<file path="src/rtl/comp_sched512.sv">
`default_nettype none
// ============================================================================
// Module      : comp_sched512
// Description : Feeds 512-bit column words to an external popcount compressor
//               and accumulates the delayed per-word counts into a frame sum.
// Revision    : 1.0 - initial release
// ============================================================================
module comp_sched512 #(
    parameter int COMP_LAT = 1,
    parameter int CNT_W    = 8
) (
    input  logic                clk,
    input  logic                reset,
    input  logic                start,
    input  logic [CNT_W-1:0]    num_words,
    input  logic                word_valid,
    output logic                word_ready,
    input  logic [511:0]        word_data,
    output logic [511:0]        comp_in,
    input  logic [9:0]          comp_out,
    output logic [CNT_W+9:0]    sum_out,
    output logic                busy,
    output logic                done
);

    localparam int c_ACC_W = CNT_W + 10;
    localparam logic [CNT_W-1:0] c_CNT_ONE = CNT_W'(1);

    localparam logic [1:0] c_ST_IDLE  = 2'd0;
    localparam logic [1:0] c_ST_FEED  = 2'd1;
    localparam logic [1:0] c_ST_DRAIN = 2'd2;
    localparam logic [1:0] c_ST_DONE  = 2'd3;

    logic [1:0]          r_state;
    logic [1:0]          w_state_next;
    logic [CNT_W-1:0]    r_remaining;
    logic [511:0]        r_comp_in;
    logic                r_in_valid;
    logic [COMP_LAT-1:0] r_tag;
    logic [c_ACC_W-1:0]  r_acc;
    logic [c_ACC_W-1:0]  r_sum;

    logic                w_accept;
    logic                w_start_go;
    logic [COMP_LAT:0]   w_chain;
    logic                w_pipe_empty_next;
    logic [c_ACC_W-1:0]  w_acc_add;
    logic [c_ACC_W-1:0]  w_acc_next;

    assign word_ready = (r_state == c_ST_FEED);
    assign busy       = (r_state == c_ST_FEED) || (r_state == c_ST_DRAIN);
    assign done       = (r_state == c_ST_DONE);
    assign comp_in    = r_comp_in;
    assign sum_out    = r_sum;

    assign w_accept   = word_valid & word_ready;
    assign w_start_go = (r_state == c_ST_IDLE) & start;

    // r_in_valid tags the word currently on comp_in; r_tag carries it until
    // its count appears on comp_out at the top stage.
    assign w_chain           = {r_tag, r_in_valid};
    assign w_pipe_empty_next = (w_chain[COMP_LAT-1:0] == '0);

    assign w_acc_add  = r_tag[COMP_LAT-1] ? {{CNT_W{1'b0}}, comp_out} : '0;
    assign w_acc_next = r_acc + w_acc_add;

    always_comb begin
        w_state_next = r_state;
        case (r_state)
            c_ST_IDLE: begin
                if (start) begin
                    w_state_next = (num_words != '0) ? c_ST_FEED : c_ST_DONE;
                end
            end
            c_ST_FEED: begin
                if (w_accept && (r_remaining == c_CNT_ONE)) begin
                    w_state_next = c_ST_DRAIN;
                end
            end
            c_ST_DRAIN: begin
                if (w_pipe_empty_next) begin
                    w_state_next = c_ST_DONE;
                end
            end
            c_ST_DONE: begin
                w_state_next = c_ST_IDLE;
            end
            default: begin
                w_state_next = c_ST_IDLE;
            end
        endcase
    end

    always_ff @(posedge clk) begin
        if (reset) begin
            r_state     <= c_ST_IDLE;
            r_remaining <= '0;
            r_comp_in   <= '0;
            r_in_valid  <= 1'b0;
            r_tag       <= '0;
            r_acc       <= '0;
            r_sum       <= '0;
        end else begin
            r_state    <= w_state_next;
            r_comp_in  <= w_accept ? word_data : '0;
            r_in_valid <= w_accept;
            r_tag      <= w_chain[COMP_LAT-1:0];

            if (w_start_go) begin
                r_remaining <= num_words;
                r_acc       <= '0;
                r_sum       <= '0;
            end else begin
                if (w_accept) begin
                    r_remaining <= r_remaining - c_CNT_ONE;
                end
                if (r_tag[COMP_LAT-1]) begin
                    r_acc <= w_acc_next;
                end
            end

            // The published sum only changes once the frame is complete.
            if ((r_state == c_ST_DRAIN) && (w_state_next == c_ST_DONE)) begin
                r_sum <= w_acc_next;
            end
        end
    end

endmodule
`default_nettype wire

</file>
<file path="config.mk">
export PLATFORM = sky130hd
export DESIGN_NAME = comp_sched512
export DESIGN_NICKNAME = d
export VERILOG_FILES = /design/src/rtl/comp_sched512.sv
export SDC_FILE = /design/constraint.sdc
export NUM_CORES = 1
export LEC_CHECK = 0
export BUFFER_PORTS_ARGS = -buffer_cell sky130_fd_sc_hd__buf_2
export CORE_AREA = 2 2 415 417
export DETAILED_ROUTE_END_ITERATION = 10
export DIE_AREA = 0 0 417 419
export MAX_ROUTING_LAYER = met4
export PLACE_DENSITY_LB_ADDON = 0.12
export SLEW_MARGIN = 20
export SYNTH_ARGS = -nofsm -noshare
export SYNTH_HDL_FRONTEND = slang
export SYNTH_SLANG_ARGS = --single-unit
</file>
<file path="constraint.sdc">
create_clock -name clk -period 4.25 [get_ports clk]
set_clock_uncertainty 0.05 [all_clocks]
set_input_delay 0.6375 -clock clk [delete_from_list [all_inputs] [get_ports clk]]
set_output_delay 0.6375 -clock clk [all_outputs]
set_load 0.01 [all_outputs]
</file>
==> results.md <==
- Outcome: complete, no violations
- Min-delay worst type: input pin to flip-flop
- Worst slew pin tran: 0.853 ns
- GR Layer Usage met3: 3.43%
- Clk Latency, worst-skew pair: 0.67 ns
- Final Hold Vio Count: 0
- GPL Wtd Cong: 0.832
- Power Density: 494 nW/um2
- CTS tree: done
- First-pass DRT Iterations: 4
- Post-synth EDFFs: 0
- DR iter-0 viols: 491
- WP data required: 4.79 ns
- Setup TNS: 0 ns
- Synthesized cell area: 16400 um2
- Vias in the first global route: 15058
- Synth Warn #: 0
- Final #Nets: 3219
- H-tree depth: 3
- Tot GR Track Use: 11.4%
- Mapped Avg Cell Area: 11.7 um2
- Average vias per placed instance: around 2.9
- WHS: 0.0995 ns
- Chip width: 417 um
- Worst path bufs/invs: 1
- Setup bufs post-CTS: 0
- Initial Util: 9.61%
- Area grow syn2layout: 75.7%
- Largest net degree at the start of global routing: 105
- Clock slew at reported path FFs: 0.06 ns
- Post-synth ARST share: 0%
- Multi-input combinational cell area: 4880 um2
- Cells after Synth: between 1000 and 1500
- Worst setup SP type: flip-flop
- Final Cycle Share: between 60 and 70%
- CP max-delay cell: dfxtp_1
- Largest delay contributor family on the critical path: compound AO/OA/AOI/OAI gates
- Slew Limit Fails: 0
- Post-Route WL: 99900 um
- Fraction of layout cells with a size suffix above 1: 44.9%
- Crit path DAT: 3.44 ns
- Crit-path cells: and2_1 > ha_1 > inv_1 > fa_1 > nor2b_1 > o31a_1 > o21ai_1 > a21oi_1 > nor4b_1 > a311o_1
- CP endpoint kind: flip-flop
- Total gr overflow: 0
- Most frequent cells in the layout: buf_2, dfxtp_1, and2_1, dlygate4sd3_1, clkbuf_16
- Routed wire length per instance: 20.0 um
- Top Usage Layer GRT: met2
- Endpoints failing setup: 0
- Max Cap Violations: 0
- Post-route ant nets: 0
- Post-DP HPWL: 82200 um
- Clock sink count: 560
- P_leak: ~0.014 uW
- Grt met1 use: 12.7%
- DRC errors left: 0
- Row cnt: 152
- Fill cells: 19324
- Synth Net Count: 1954
- RSZ-0062 raised after global routing: false
- CP max FO: 18
- Die ar.: 175000 um2
- Maximum VDD drop: 0.244 mV
- Worst relative slew slack: 43.0%
- # IOs: 1067
- Main synth FF type: dfxtp_1
- Seq cells post-synth: 560
- Most common cell after layout, fill and taps aside: buf_2
- DIE HEIGHT: 419 um
- Clock buffer depth: 3
- M2 GR Usage: roughly a fifth
- Delay of the slowest critical-path stage: 0.67 ns
- I/O Buffers: around 1100
- CTS root buf: clkbuf_16
- Via total after detailed routing: roughly 14000
- First-pass GRT wire length: ~130000 um
- F_max: 345 MHz
- TritonCTS Buffers: 77
- CP Class: flip-flop to flip-flop
- Core ar.: 171000 um2
- Initial antenna violation count: 41
- Register Area: 11200 um2
- Seq/Total Area, Yosys: just under 70%
- Cell variety after synth: 49
- Final Critical Period: roughly 2.9 ns
-- metal layers --
layer / routed length (um) / part of all wire [%] / vias up
met1: 39700 / 40 / 6647
li1: - / - / 7008
met5: 0 / 0 / -
met2: 50600 / 51 / 475
met3: 6730 / 6.7 / 123
met4: 2870 / 2.9 / 0
-- cell families after synthesis --
kind of cell,synth area share [%]
buf+inv,1.92
simple gates,23.2
mux,0.305
xor+xnor,1.34
flops,68.4
fa+ha+maj,1.42
compound gates,3.43
-- layout make-up --
class	instances	area share, %
Clock inverter	29	1.20
Sequential cell	560	38.9
Antenna cell	38	0.330
Tap cell	2233	9.70
Clock buffer	106	7.69
Inverter	12	0.156
Multi-Input combinational cell	760	16.9
Timing Repair Buffer	1256	25.1
-- Yosys cell counts, types with 6 or more instances --
library cell	number	share of area (%)
ha_1	17	1.3
nor2_1	31	0.71
nand2_1	29	0.66
xnor2_1	15	0.80
nand3_1	17	0.52
o21ai_0	7	0.21
xor2_1	10	0.53
dfxtp_1	560	68
a21oi_1	18	0.55
nand4_1	6	0.23
inv_1	12	0.27
a211oi_1	11	0.50
and2_1	524	20
o21ai_1	11	0.34
clkbuf_1	63	1.4
-- where the power goes --
part | switching (uW) | leakage, uW | internal (uW)
Combinational | 1100 | 0.00795 | 797
Clock | 2750 | 0.00126 | 3860
Sequential | 119 | 0.00453 | 5590
Total | 3980 | 0.0137 | 10300
-- path summary, 6_finish.rpt --
check            startpoint            to  slack [ns]  cells after the start
max                   r_tag      r_acc[8]        1.35                     10
max reg2reg           r_tag      r_acc[8]        1.35                     10
min          word_data[473]  comp_in[473]         0.1                      2
min reg2reg      sum_out[8]    sum_out[8]        0.40                      2
-- worst reg2reg max path, stage by stage (launching register included) --
cell and delay, ns:
dfxtp_1 0.67, and2_1 0.22, ha_1 0.16, inv_1 0.06, fa_1 0.40, nor2b_1 0.17
o31a_1 0.24, o21ai_1 0.12, a21oi_1 0.30, nor4b_1 0.31, a311o_1 0.16
-- metrics by stage --
step                cells  total power [uW]  util, %  setup WS [ns]  cell area [um2]
floorplan            1402              6570        -           1.67            16400
global placement     4649              7690     14.3           1.00            24400
detailed placement   4649              7670     14.3           1.03            24400
CTS                  4956             14700     16.8           1.30            28700
global route         4981             15000     16.9           1.09            28800
finish               4994             14200     16.9           1.35            28800
-- flip-flops by register name, indices dropped and copies added (netlist names) --
register / flops
r_acc: 18
r_tag: 1
r_in_valid: 1
sum_out: 18
r_remaining: 8
r_state: 2
comp_in: 512
-- repair_timing --
action,in CTS,in global routing
hold buffers,172,0
gates resized for setup,0,0
hold endpoints to repair,172,0
Note: power is estimated with default switching activity, not from simulation.
